<file path="src/rtl/meter_display_ctrl.sv">
// Parking-meter display: serial binary->BCD (double dabble), 4-digit scan, value-dependent blink.
// Latency: 18 cycles from sample to display; no backpressure, Bin16 is resampled every conversion.
module meter_display_ctrl #(
  parameter int SCAN_DIV  = 100000,
  parameter int BLINK_DIV = 50000000
) (
  input  logic        SYS_CLK,
  input  logic        RESET_N,
  input  logic [15:0] Bin16,
  output logic [3:0]  An,
  output logic [6:0]  Seg,
  output logic        Dp
);

  localparam int SW = (SCAN_DIV > 1) ? $clog2(SCAN_DIV) : 1;
  localparam int BW = (BLINK_DIV > 1) ? $clog2(BLINK_DIV) : 1;

  localparam logic [1:0] ST_IDLE  = 2'd0;
  localparam logic [1:0] ST_SHIFT = 2'd1;
  localparam logic [1:0] ST_DONE  = 2'd2;

  logic [1:0]    state_q, state_d;
  logic [3:0]    iter_q, iter_d;
  logic [15:0]   bin_q, bin_d;
  logic [15:0]   bcd_q, bcd_d;
  logic [15:0]   samp_q, samp_d;
  logic [15:0]   dig_q, dig_d;
  logic [15:0]   val_q, val_d;
  logic [SW-1:0] dwell_q, dwell_d;
  logic [1:0]    idx_q, idx_d;
  logic [BW-1:0] blink_q, blink_d;
  logic          fast_on_q, fast_on_d;
  logic          slow_on_q, slow_on_d;
  logic          half_q, half_d;
  logic [3:0]    an_q, an_d;
  logic [6:0]    seg_q, seg_d;

  logic [15:0]   clamped;
  logic [15:0]   bcd_adj;
  logic [3:0]    cur_dig;
  logic          scan_tc, blink_tc, blank;

  assign clamped = (Bin16 > 16'd9999) ? 16'd9999 : Bin16;

  function automatic logic [6:0] seg_code(input logic [3:0] d);
    case (d)
      4'd0:    seg_code = 7'h40;
      4'd1:    seg_code = 7'h79;
      4'd2:    seg_code = 7'h24;
      4'd3:    seg_code = 7'h30;
      4'd4:    seg_code = 7'h19;
      4'd5:    seg_code = 7'h12;
      4'd6:    seg_code = 7'h02;
      4'd7:    seg_code = 7'h78;
      4'd8:    seg_code = 7'h00;
      4'd9:    seg_code = 7'h10;
      default: seg_code = 7'h7F;
    endcase
  endfunction

  always_comb begin
    state_d = state_q;
    iter_d  = iter_q;
    bin_d   = bin_q;
    bcd_d   = bcd_q;
    samp_d  = samp_q;
    dig_d   = dig_q;
    val_d   = val_q;
    bcd_adj = bcd_q;
    for (int i = 0; i < 4; i++) begin
      if (bcd_q[i*4 +: 4] >= 4'd5) bcd_adj[i*4 +: 4] = bcd_q[i*4 +: 4] + 4'd3;
    end
    case (state_q)
      ST_IDLE: begin
        samp_d  = clamped;
        bin_d   = clamped;
        bcd_d   = '0;
        iter_d  = '0;
        state_d = ST_SHIFT;
      end
      ST_SHIFT: begin
        {bcd_d, bin_d} = {bcd_adj, bin_q} << 1;
        iter_d = iter_q + 4'd1;
        if (iter_q == 4'd15) state_d = ST_DONE;
      end
      ST_DONE: begin
        dig_d   = bcd_q;
        val_d   = samp_q;
        state_d = ST_IDLE;
      end
      default: state_d = ST_IDLE;
    endcase
  end

  // Slow phase toggles on every second half-tick, tracked by half_q.
  always_comb begin
    scan_tc   = (dwell_q == SW'(SCAN_DIV - 1));
    dwell_d   = scan_tc ? '0 : dwell_q + SW'(1);
    idx_d     = scan_tc ? idx_q + 2'd1 : idx_q;
    blink_tc  = (blink_q == BW'(BLINK_DIV - 1));
    blink_d   = blink_tc ? '0 : blink_q + BW'(1);
    fast_on_d = blink_tc ? ~fast_on_q : fast_on_q;
    half_d    = blink_tc ? ~half_q : half_q;
    slow_on_d = (blink_tc && half_q) ? ~slow_on_q : slow_on_q;
  end

  always_comb begin
    case (idx_q)
      2'd0:    cur_dig = dig_q[3:0];
      2'd1:    cur_dig = dig_q[7:4];
      2'd2:    cur_dig = dig_q[11:8];
      default: cur_dig = dig_q[15:12];
    endcase
    blank = ((val_q == 16'd0) && !fast_on_q) ||
            ((val_q != 16'd0) && (val_q < 16'd200) && !slow_on_q);
    an_d  = blank ? 4'b1111 : ~(4'b0001 << idx_q);
    seg_d = blank ? 7'h7F : seg_code(cur_dig);
  end

  always_ff @(posedge SYS_CLK or negedge RESET_N) begin
    if (!RESET_N) begin
      state_q   <= ST_IDLE;
      iter_q    <= '0;
      bin_q     <= '0;
      bcd_q     <= '0;
      samp_q    <= '0;
      dig_q     <= '0;
      val_q     <= '0;
      dwell_q   <= '0;
      idx_q     <= '0;
      blink_q   <= '0;
      fast_on_q <= 1'b1;
      slow_on_q <= 1'b1;
      half_q    <= 1'b0;
      an_q      <= 4'b1111;
      seg_q     <= 7'h7F;
    end else begin
      state_q   <= state_d;
      iter_q    <= iter_d;
      bin_q     <= bin_d;
      bcd_q     <= bcd_d;
      samp_q    <= samp_d;
      dig_q     <= dig_d;
      val_q     <= val_d;
      dwell_q   <= dwell_d;
      idx_q     <= idx_d;
      blink_q   <= blink_d;
      fast_on_q <= fast_on_d;
      slow_on_q <= slow_on_d;
      half_q    <= half_d;
      an_q      <= an_d;
      seg_q     <= seg_d;
    end
  end

  assign An  = an_q;
  assign Seg = seg_q;
  assign Dp  = 1'b1;

endmodule

</file>
<file path="config.mk">
export PLATFORM = sky130hd
export DESIGN_NAME = meter_display_ctrl
export DESIGN_NICKNAME = d
export VERILOG_FILES = /design/src/rtl/meter_display_ctrl.sv
export SDC_FILE = /design/constraint.sdc
export NUM_CORES = 1
export LEC_CHECK = 0
export CAP_MARGIN = 20
export CORE_MARGIN = 2
export CORE_UTILIZATION = 40
export DETAILED_ROUTE_END_ITERATION = 10
export GPL_ROUTABILITY_DRIVEN = 0
export HOLD_SLACK_MARGIN = 0.15
export MAX_ROUTING_LAYER = met4
export PLACE_DENSITY = 0.66
export SLEW_MARGIN = 20
export SYNTH_ARGS = -nofsm -noshare
export SYNTH_HDL_FRONTEND = slang
export SYNTH_SLANG_ARGS = --single-unit
</file>
<file path="constraint.sdc">
create_clock -name SYS_CLK -period 2.5 [get_ports SYS_CLK]
set_input_delay 0.375 -clock SYS_CLK [delete_from_list [all_inputs] [get_ports SYS_CLK]]
set_output_delay 0.375 -clock SYS_CLK [all_outputs]
set_load 0.02 [all_outputs]
</file>
* After elaboration in Yosys (flattened, before gate mapping)
Memories as Yosys holds them, arrays and structs flattened.
Cells that the tools add are included.
** Word-level totals
- Latch bits :: 0
- Output and inout port bits :: 12
- Memory bits (writable) :: 0
- Register bits after elaboration :: 145
- Bits in read-only memories :: 112
- Memories :: 1
- Bits of input ports :: 18
** Memories
- (name not given) :: words 16, bits a word 7, read ports 1, clocked after Yosys merged registers in 0, wr ports 0, line 46 : case (d)
** Cells by class
- Bitwise logic cells :: 4
- Divide/modulo/power cells :: 0
- Mux-type cells :: 15
- Equal/unequal tests :: 8
- $mul :: 0
- Shift-type cells :: 1
- $add $sub $neg :: 8
- Order comparisons :: 6
- Reduce and logical (&&, ||, !) cells :: 12
** Operators by type and width (count)
- case mux 16 bit (2 select lines) :: 2
- adder 26 x 1 -> 26 bit, second input constant :: 1
- == test 26 bit, second input constant :: 1
- two-way mux 26 bit :: 1
- adder 17 x 1 -> 17 bit, second input constant :: 1
- == test 17 bit, second input constant :: 1
- two-way mux 17 bit :: 1
- >= comparator 4 x 3 -> 1 bit, second input constant :: 4
- greater-than comparator 16 x 14 -> 1 bit, second input constant :: 1
- logical NOT 16 bit :: 1
- less-than comparator 16 x 8 -> 1 bit, second input constant :: 1
- two-way mux 16 bit :: 1
- two-way mux 4 bit :: 4
- nonzero test 16 bit :: 1
- adder 4 x 2 -> 4 bit, second input constant :: 3
- case mux 4 bit (3 select lines) :: 1
- case mux 4 bit (2 select lines) :: 1
- two-way mux 7 bit :: 1
- adder 4 x 1 -> 4 bit, second input constant :: 1
- == test 2 x 1 -> 1 bit, second input constant :: 2
- == test 2 bit, second input constant :: 2
- == test 4 bit, second input constant :: 1
- logical AND 1 bit :: 4
- logical NOT 2 bit :: 2
- 12 further kinds :: 15

* Depth between registers and ports, before layout
Gate-level depths: netlist of run 1.
- Word-level depth :: 5
- Mapped depth :: 8
- Depth with buffers taken out :: 8

* Worst setup path after synthesis of run 1
Ideal clock, no wire load.
- Path kind :: reg2reg
- Start point :: reg dwell_q[12]
- End point :: reg idx_q[1]
- Library setup time :: 0.127 ns
- Setup slack :: 0.344 ns
- Clock period less this slack :: 2.156 ns
- Arrival :: 2.029 ns
- Cell stages (with the launch flop) :: 6
- Cells stage by stage :: dfrtp_1 or4b_1 or4b_1 nor4_1 and3_2 mux2_1
** Between the ends
- Longest elaborated chain between the ends :: 1
** Ends and longest elaborated chain
- from (decl) :: line 29 : logic [SW-1:0] dwell_q, dwell_d;
- from (signal assigned) :: line 145 : dwell_q <= dwell_d;
- == test 17 bit :: line 97 : scan_tc = (dwell_q == SW'(SCAN_DIV - 1));
- to (signal assigned) :: line 146 : idx_q <= idx_d;
- to (decl) :: line 30 : logic [1:0] idx_q, idx_d;
Every way passes these cells.
A chain may end at the register's enable or synchronous reset.

* Worst setup path after layout of run 1
- Start point :: reg idx_q[0]
- End point :: reg seg_q[5], in the netlist Seg[5]
** Between the ends
- Longest elaborated chain between the ends :: 4
- Elaborated cells between the ends (all ways) :: 6
** Ends and longest elaborated chain
- == test 2 bit (tied with other cells) :: line 108 : case (idx_q)
- case mux 4 bit (3 select lines) (*) :: line 108
- memory (16 x 7 bit) (*)
- two-way mux 7 bit (*) :: line 117 : seg_d = blank ? 7'h7F : seg_code(cur_dig);
- via seg_d[5] :: line 36 : logic [6:0] seg_q, seg_d;
- to (signal assigned) :: line 152 : seg_q <= seg_d;
- to (decl) :: line 36
Mark *: on every way through the listed nets, which the timed path passes. The rest lies on a longest branch.

==> results of run 1 <==
-- report_power, final --
part,internal [W],switching (W)
clock,0.00146,0.000904
combinational,0.000360,0.000479
sequential,0.00260,0.000149
-- path summary, 6_finish.rpt --
kind                            cells past startpoint  slack (ns)   endpoint
worst min register to register                      2        0.47   val_q[6]
max in group asynchronous                           3        1.29  fast_on_q
min in group SYS_CLK                                2        0.47   val_q[6]
worst min-delay path                                2        0.46  iter_q[3]
worst max-delay path                                7        0.21     Seg[5]
worst max register to register                      7        0.21     Seg[5]
-- layout make-up --
cell class              count  area, µm²
repair buffers             43      409.1
well taps                 216      270.3
fillers                  1482       8307
multi-input cells         479       2731
inverters                  23      86.33
flip-flops and latches    145       3645
clock buffers              26      499.2
clock inverters             5      52.55
-- synthesized netlist by cell type (all sizes together), types with 8 or more instances --
library cell / n / share of area
nand2b: 15 / 0.014
nand4: 13 / 0.012
mux2i: 11 / 0.017
o21ai: 53 / 0.040
clkbuf: 25 / 0.014
inv: 23 / 0.013
dfstp: 13 / 0.052
xnor2: 20 / 0.027
nand3: 25 / 0.019
nand2: 147 / 0.084
nor4: 8 / 0.0086
a21oi: 22 / 0.017
xor2: 26 / 0.035
nor2: 57 / 0.033
dfrtp: 132 / 0.50
ha: 19 / 0.036
-- critical path, delay by kind of cell (launching register included) --
kind	cells	cell delay [ns]
buffers and inverters	1	0.10
multiplexers	1	0.32
adder cells (fa/ha/maj)	2	0.56
flip-flops	1	0.39
AND/OR/NAND/NOR	1	0.25
AO/OA/AOI/OAI	2	0.55
-- stage by stage --
stage | cells | hold WS (ns) | setup WS, ns | total power, W
floorplan | 675 | 0.07941 | 0.3437 | 0.003307
global placement | 905 | 0.3586 | 0.2584 | 0.003573
detailed placement | 905 | 0.3714 | 0.2613 | 0.003632
CTS | 937 | 0.4702 | 0.2380 | 0.006023
global route | 937 | 0.4760 | 0.005877 | 0.006251
finish | 937 | 0.4616 | 0.2096 | 0.005951
-- repair_timing --
item                      in CTS  in global routing
hold endpoints to repair      49                  0
resized for setup              0                  0
buffers inserted               0                  0
hold buffers                   1                  0
-- state kept, by name, summed over array words and instances (netlist names) --
name,count
An,4
Seg,7
bcd_q,16
bin_q,16
blink_q,26
dig_q,16
dwell_q,17
fast_on_q,1
half_q,1
idx_q,2
iter_q,4
samp_q,16
slow_on_q,1
state_q,2
val_q,16
-- logic make-up after synthesis --
| family | count (synthesis) | share of synthesized area |
|---|---|---|
| flip-flops | 145 | 0.5542 |
| AO/OA/AOI/OAI | 95 | 0.08200 |
| AND/OR/NAND/NOR | 302 | 0.2097 |
| buffers and inverters | 51 | 0.03082 |
| XOR/XNOR | 46 | 0.06126 |
| adder cells (fa/ha/maj) | 19 | 0.03615 |
| other | 1 | 0.0005702 |
| multiplexers | 16 | 0.02530 |
-- routing by layer --
metal | part of all wire | routed length, µm
met4 | 0.010 | 123
met1 | 0.47 | 5715
met2 | 0.49 | 6060
met5 | 0 | 0
met3 | 0.031 | 382
==> results.md, run 1 <==
- Crit path required time: 2.82 ns
- Final hold viol count: 0
- Setup crit start: idx_q[0]
- Initial antenna violation count: 0
- Share of the yosys chip area belonging to registers: 0.5542
- CTS Buf Count: 17
- CTS clk-pin slew, worst paths: 0.06 ns
- Met1 usage: 0.1878
- Sink Count: 145
- Ratio of cells with drive above 1 in the final layout: 0.08738
- Routed Antenna Nets: 0
- DRC: 0
- Largest net degree at the start of global routing: 59
- Fin crit share: 0.9162
- CP Capture Type: register
- Synth warnings: 0
- Status: finished clean
- Top Usage Layer GRT: met2
- Crit path time final: 2.290 ns
- Slew headroom: 0.4663
- Slew @ Worst Pin: 0.7782 ns
- Met2 global-route usage: 0.2491
- Layout Skew: 0.007002 ns
- PwrDens: 773.5 mW/mm²
- # nets final: 746
- CTS tree: built
- Vert. Die Dim: 132.2 µm
- Final Max Slew Viols: 0
- IR drop worst, VDD: 0.5271 mV
- H-tree depth: 4
- Worst r2r src: idx_q[0]
- CP dominant cell by count: ha_1
- Core Footprint: 0.01600 mm²
- RSZ-0062 raised after global routing: false
- Post-DP Area: 0.007132 mm²
- Max-cap violation count: 0
- Boundary Pins: 30
- Met3 Use GR: 0.04268
- Worst skew pair latency: 0.42 ns
- Die area: 0.01748 mm²
- CTS root buf: clkbuf_16
- Total wire length: 12,280 µm
- CP max stage delay: 0.42 ns
- Post-DP HPWL: 8466 µm
- Total iterations of the first detailed-routing run: 5
- Critical path launch point type: register
- Final core utilization: 0.4808
- Leakage: 3.498 nW
- Post-synthesis async set-or-reset flop share: 1.000
- Net count after synthesis: 712
- Critical setup path kind: register to register
- Fmax: 436.6 MHz
- Worst hold path type: input pin to asynchronous set/reset pin
- Vias per inst: 5.015
- Post-synthesis register bit count: 145
- Cells after Synth: 675
- Tot GR Track Use: 0.1560
- Number of port buffers: 28
- GRT overflow: 0
- Die Wd: 132.2 µm
- Post-synth EDFFs: 0
- Most common cell after layout, fill and taps aside: nand2_1
- Top_reg_cell synth: dfrtp_1
- Final setup viols: 0
- DR iter-0 viols: 287
- Most frequent cells in the layout: 147 x nand2_1, 132 x dfrtp_1, 57 x nor2_1
- Routed vias: 4,699
- CP max-delay cell: a222oi_1
- Inserted Diodes: 0
- Arrival time worst endpoint: 2.61 ns
- WL/cell: 13.11 µm
- Starting Density: 0.4110
- Synthesized area per cell: 9.743 µm²
- Area Overhead vs Synth: 16.99%
- Num rows: 46
- Final TNS setup: 0 ns
- CP Max Fanout: 9
- Mapped Area: 0.006576 mm²
- First-pass GRT wire length: 21,620 µm
- Final Cell Area: 0.007694 mm²
- Critical Path, Cell by Cell: inv_1 -> ha_1 -> a222oi_1 -> mux2i_1 -> ha_1 -> nor3b_1 -> o21ai_0
- Vias in the first global route: 4,712
- Yosys cell types: 45
- CTS Buffer Depth: 2
No activity file was read; power rests on OpenSTA's default activity.
==> inputs of run 2 (changes only) <==
- CTS_CLUSTER_DIAMETER: not set -> 80
- PLACE_DENSITY: 0.66 -> not set
==> results.md, run 2 (synthesis results as in run 1) <==
- Final TNS setup: 0 ns (unchanged)
- Die area: 0.01748 mm² (unchanged)
- Crit path required time: 2.83 ns (about the same)
- Vert. Die Dim: 132.2 µm (unchanged)
- Status: finished clean
- Initial antenna violation count: 0 (unchanged)
- Most frequent cells in the layout: 147 x nand2_1, 132 x dfrtp_1, 57 x nor2_1
- Registers with the most flip-flops: blink_q x26, dwell_q x17
- Worst hold margin: 0.4591 ns (-0.002522 ns)
- Largest net degree at the start of global routing: 52 (-12%)
- Ratio of cells with drive above 1 in the final layout: 0.08889 (+0.001510)
- Critical Path, Cell by Cell: inv_1 -> ha_1 -> a222oi_1 -> mux2i_1 -> ha_1 -> and3b_1 -> o21ai_0
- Number of port buffers: 28 (unchanged)
- WL/cell: 13.56 µm (+3.4%)
- Crit path max-delay family: compound AO/OA/AOI/OAI gates
- Routed Antenna Nets: 0 (unchanged)
- Most flops, register: blink_q
- Max-cap violation count: 0 (unchanged)
- Boundary Pins: 30 (unchanged)
- PwrDens: 771.2 mW/mm² (-0.30%)
- Final Max Slew Viols: 0 (unchanged)
- Worst skew pair latency: 0.42 ns (about the same)
- IR drop worst, VDD: 0.5127 mV (-2.7%)
- Layout Cells excl Fill: 936 (-0.11%)
- Vias in the first global route: 4,681 (-0.66%)
- Routed vias: 4,660 (-0.83%)
- Post-route worst setup slack: 0.2147 ns (+0.005124 ns)
- Bufs and invs on worst path: 1 (unchanged)
- Post-DP HPWL: 8575 µm (+1.3%)
- Critical setup path kind: register to register
- Critical path launch point type: register
- Inserted Diodes: 0 (unchanged)
- Fin crit share: 0.9141 (-0.002050)
- CP max stage delay: 0.42 ns (about the same)
- Die Wd: 132.2 µm (unchanged)
- CTS Buffer Depth: 2 (unchanged)
- DR iter-0 viols: 222 (-23%)
- RSZ-0062 raised after global routing: false
- GRT overflow: 0 (unchanged)
- CTS tree: built
- Core Footprint: 0.01600 mm² (unchanged)
- Num rows: 46 (unchanged)
- # nets final: 745 (-0.13%)
- Worst hold path type: input pin to asynchronous set/reset pin
- Max FFs per register: 26 (unchanged)
- DRC: 0 (unchanged)
- Placed Instances: 904 (-0.11%)
- Final core utilization: 0.4795 (-0.001329)
- Area Overhead vs Synth: 16.67%
- Fmax: 437.6 MHz (+0.22%)
- CTS clk-pin slew, worst paths: 0.06 ns (about the same)
- Starting Density: 0.4110 (unchanged)
- Post-cts gate resize count: 0 (unchanged)
- Layout Skew: 0.009479 ns (+0.002477 ns)
- Sink Count: 145 (unchanged)
- Tot GR Track Use: 0.1649 (+0.008944)
- Vias per inst: 4.979 (-0.72%)
- CTS root buf: clkbuf_16
- Final setup viols: 0 (unchanged)
- CTS Buf Count: 17 (unchanged)
- Leakage: 3.484 nW (-0.38%)
- Placement Setup Slack: 0.1216 ns (-0.1398 ns)
- CP dominant cell by count: ha_1
- Final hold viol count: 0 (unchanged)
- Slew @ Worst Pin: 0.8300 ns (+0.05175 ns)
- CP max-delay cell: a222oi_1
- Arrival time worst endpoint: 2.62 ns (about the same)
- Total wire length: 12,690 µm (+3.3%)
- H-tree depth: 4 (unchanged)
- CP Max Fanout: 9 (unchanged)
- Total iterations of the first detailed-routing run: 5 (unchanged)
- Most common cell after layout, fill and taps aside: nand2_1
- Crit path time final: 2.285 ns (-0.005124 ns)
- CP Capture Type: register
- Slew headroom: 0.4309 (-0.03549)
- First-pass GRT wire length: 22,640 µm (+4.7%)
run 2: stage by stage:
stage / total power (W) / cell area [µm²]
3_5_place_dp: 0.003625 / 7124
3_3_place_gp: 0.003576 / 7124
4_1_cts: 0.005983 / 7672
5_1_grt: 0.006246 / 7672
6_report: 0.005917 / 7672
2_1_floorplan: 0.003307 / 6576
run 2: path summary, 6_finish.rpt:
kind / startpoint / end / slack, ns / cells past startpoint
max: idx_q[0] / Seg[4] / 0.21 / 7
min: RESET_N / blink_q[21] / 0.46 / 2
max reg2reg: idx_q[0] / Seg[4] / 0.21 / 7
min reg2reg: samp_q[14] / val_q[14] / 0.46 / 2
max in group asynchronous: RESET_N / fast_on_q / 1.32 / 3
min in group SYS_CLK: samp_q[14] / val_q[14] / 0.46 / 2
run 2: cell type report:
cell class,count,area (µm²)
Clock buffer,21,450.4
Fill cell,1530,8328
Multi-Input combinational cell,479,2731
Inverter,23,86.33
Timing Repair Buffer,42,401.6
Clock inverter,10,87.58
Sequential cell,145,3645
Tap cell,216,270.3
run 2: what timing repair did:
action / CTS / global route
buffers inserted: 0 / 0
hold buffers: 1 / 0
hold endpoints to repair: 39 / 0
run 2: metal layers:
metal  global-route usage  wire (µm)
met1               0.2171       6271
met2               0.2497       5836
met3              0.04460        434
met4              0.05197        148
met5                    -          0
run 2: worst register-to-register path: stages, from the launching register on:
cell and delay [ns]:
dfrtp_1 0.40, inv_1 0.11, ha_1 0.28, a222oi_1 0.42
mux2i_1 0.33, ha_1 0.30, and3b_1 0.18, o21ai_0 0.19
run 2: power breakdown:
part	leakage (nW)	total (W)	internal, W	switching [W]
Combinational	1.42	0.000828	0.000359	0.000469
Sequential	1.81	0.00275	0.00260	0.000150
Clock	0.263	0.00234	0.00138	0.000960
Total	3.48	0.00592	0.00434	0.00158
==> inputs of run 3 (changes only) <==
- CORE_MARGIN: 2 -> not set
==> results.md, run 3 (synthesis results as in run 1) <==
- CTS clk-pin slew, worst paths: 0.06 ns (about the same)
- Total wire length: 12,430 µm (-2.1%)
- CTS Buffer Depth: 2 (unchanged)
- WL/cell: 13.25 µm (-2.3%)
- Post-cts gate resize count: 0 (unchanged)
- Routed Antenna Nets: 0 (unchanged)
- DR iter-0 viols: 264 (+19%)
- Slew headroom: 0.4530 (+0.02216)
- CP Max Fanout: 3 (-6)
- PwrDens: 812.1 mW/mm² (+5.3%)
- Most frequent cells in the layout: 147 x nand2_1, 132 x dfrtp_1, 57 x nor2_1
- Final TNS setup: 0 ns (unchanged)
- CTS Buf Count: 17 (unchanged)
- Num rows: 46 (unchanged)
- Final setup viols: 0 (unchanged)
- Critical path launch point type: register
- Worst skew pair latency: 0.41 ns (about the same)
- DRC: 0 (unchanged)
- Most flops, register: blink_q
- Vert. Die Dim: 130.2 µm (-1.5%)
- H-tree depth: 4 (unchanged)
- First-pass GRT wire length: 21,960 µm (-3.0%)
- Die area: 0.01696 mm² (-3.0%)
- Number of port buffers: 28 (unchanged)
- GRT overflow: 0 (unchanged)
- Slew @ Worst Pin: 0.7977 ns (-0.03232 ns)
- Vias in the first global route: 4,688 (+0.15%)
- Core Footprint: 0.01594 mm² (-0.36%)
- Area Overhead vs Synth: 18.57%
- Status: finished clean
- Most common cell after layout, fill and taps aside: nand2_1
- Final Max Slew Viols: 0 (unchanged)
- # nets final: 747 (+0.27%)
- Inserted Diodes: 0 (unchanged)
- Crit path required time: 2.79 ns (-0.04 ns)
- Fillers: 1,460 (-4.6%)
- Worst r2r src: dwell_q[12]
- Routed vias: 4,658 (-0.043%)
- Vias per inst: 4.966 (-0.26%)
- Tot GR Track Use: 0.1717 (+0.006737)
- RSZ-0062 raised after global routing: false
- Sink Count: 145 (unchanged)
- Layout Cells excl Fill: 938 (+0.21%)
- IR drop worst, VDD: 0.5150 mV (+0.43%)
- Largest net degree at the start of global routing: 61 (+17%)
- Final hold viol count: 0 (unchanged)
- Reg2reg end: idx_q[1]
- Max-cap violation count: 0 (unchanged)
- Register area: 0.003645 mm² (unchanged)
- Total iterations of the first detailed-routing run: 7 (+2)
- Hold EP: val_q[3]
- Leakage: 3.548 nW (+1.8%)
- Crit path time final: 2.282 ns (-0.003559 ns)
- Hold depth: 2
- Ratio of cells with drive above 1 in the final layout: 0.09418 (+0.005294)
- Critical setup path kind: register to register
- Fin crit share: 0.9127 (-0.001424)
- HP Start: val_q[3]
- Initial antenna violation count: 0 (unchanged)
- Arrival time worst endpoint: 2.58 ns (-0.04 ns)
- Die Wd: 130.2 µm (-1.5%)
- Worst hold path type: register to register
- Fmax: 438.3 MHz (+0.16%)
- Max FFs per register: 26 (unchanged)
- Post-CTS Setup Bufs: 0 (unchanged)
- CTS tree: built
- R2R Setup Slk: 0.22 ns (about the same)
- Layout Skew: 0.007521 ns (-0.001958 ns)
- Placed Instances: 906 (+0.22%)
- CTS root buf: clkbuf_16
- Worst hold margin: 0.4666 ns (+0.007457 ns)
- Multi-input gate area: 0.002731 mm² (unchanged)
- CP Capture Type: register
- Boundary Pins: 30 (unchanged)
- R2R cell count: 5 (-2)
- Registers with the most flip-flops: blink_q x26, dwell_q x17
- Post-DP HPWL: 8325 µm (-2.9%)
- Starting Density: 0.4125 (+0.001484)
-- run 3: cell count changes in the layout (fill, tap and decap cells not counted), sizes merged --
cell | before | now
bufinv | 1 | 5
buf | 14 | 16
clkbuf | 21 | 19
clkinv | 6 | 4
clkinvlp | 2 | 1
inv | 24 | 25
-- run 3: how the worst max path moves through the flow --
stage | from | to | slack (ns) | depth (start not counted)
finish | dwell_q[12] | idx_q[1] | 0.22 | 5
global route | idx_q[0] | Seg[5] | 0.02 | 7
CTS | dwell_q[12] | idx_q[1] | 0.20 | 5
detailed placement | Bin16[7] | bin_q[7] | 0.19 | 7
global placement | Bin16[6] | bin_q[7] | 0.20 | 7
floorplan | dwell_q[12] | idx_q[1] | 0.34 | 5
-- run 3: metrics by stage --
| step | setup slack [ns] | util | total power [W] | instance area (µm²) |
|---|---|---|---|---|
| 2_1_floorplan | 0.3437 | - | 0.003307 | 6576 |
| 3_3_place_gp | 0.2039 | 0.4478 | 0.003571 | 7139 |
| 3_5_place_dp | 0.1921 | 0.4478 | 0.003613 | 7139 |
| 4_1_cts | 0.1973 | 0.4891 | 0.006401 | 7797 |
| 5_1_grt | 0.01868 | 0.4891 | 0.006662 | 7797 |
| 6_report | 0.2183 | 0.4891 | 0.006333 | 7797 |
-- run 3: worst max-delay path, stage by stage (launching register included) --
cell     delay, ns
dfrtp_1       0.40
or4b_1        0.52
or4b_1        0.50
nor4_1        0.19
and3_2        0.23
mux2_1        0.31
-- run 3: layout make-up --
class | instances | share of cell area
clock inverter | 12 | 0.02632
multi-input combinational | 479 | 0.3503
clock buffer | 19 | 0.05680
tap | 216 | 0.03466
inverter | 23 | 0.01107
sequential | 145 | 0.4674
timing repair buffer | 44 | 0.05343
-- run 3: where the power goes --
part,switching [W],internal (W),leakage [nW]
Sequential,0.000144,0.00260,1.81
Clock,0.000964,0.00180,0.315
Combinational,0.000468,0.000360,1.43
-- run 3: timing repair --
action	4_1_cts	5_1_grt
endpoints found under the setup margin	0	0
hold buffers	1	0
endpoints found under the hold margin	54	0
-- run 3: routing by layer --
metal | vias up | track usage | part of all wire
li1 | 2331 | - | -
met5 | - | - | 0
met3 | 10 | 0.04428 | 0.036
met2 | 64 | 0.2697 | 0.46
met4 | 0 | 0.05335 | 0.011
met1 | 2253 | 0.2170 | 0.49
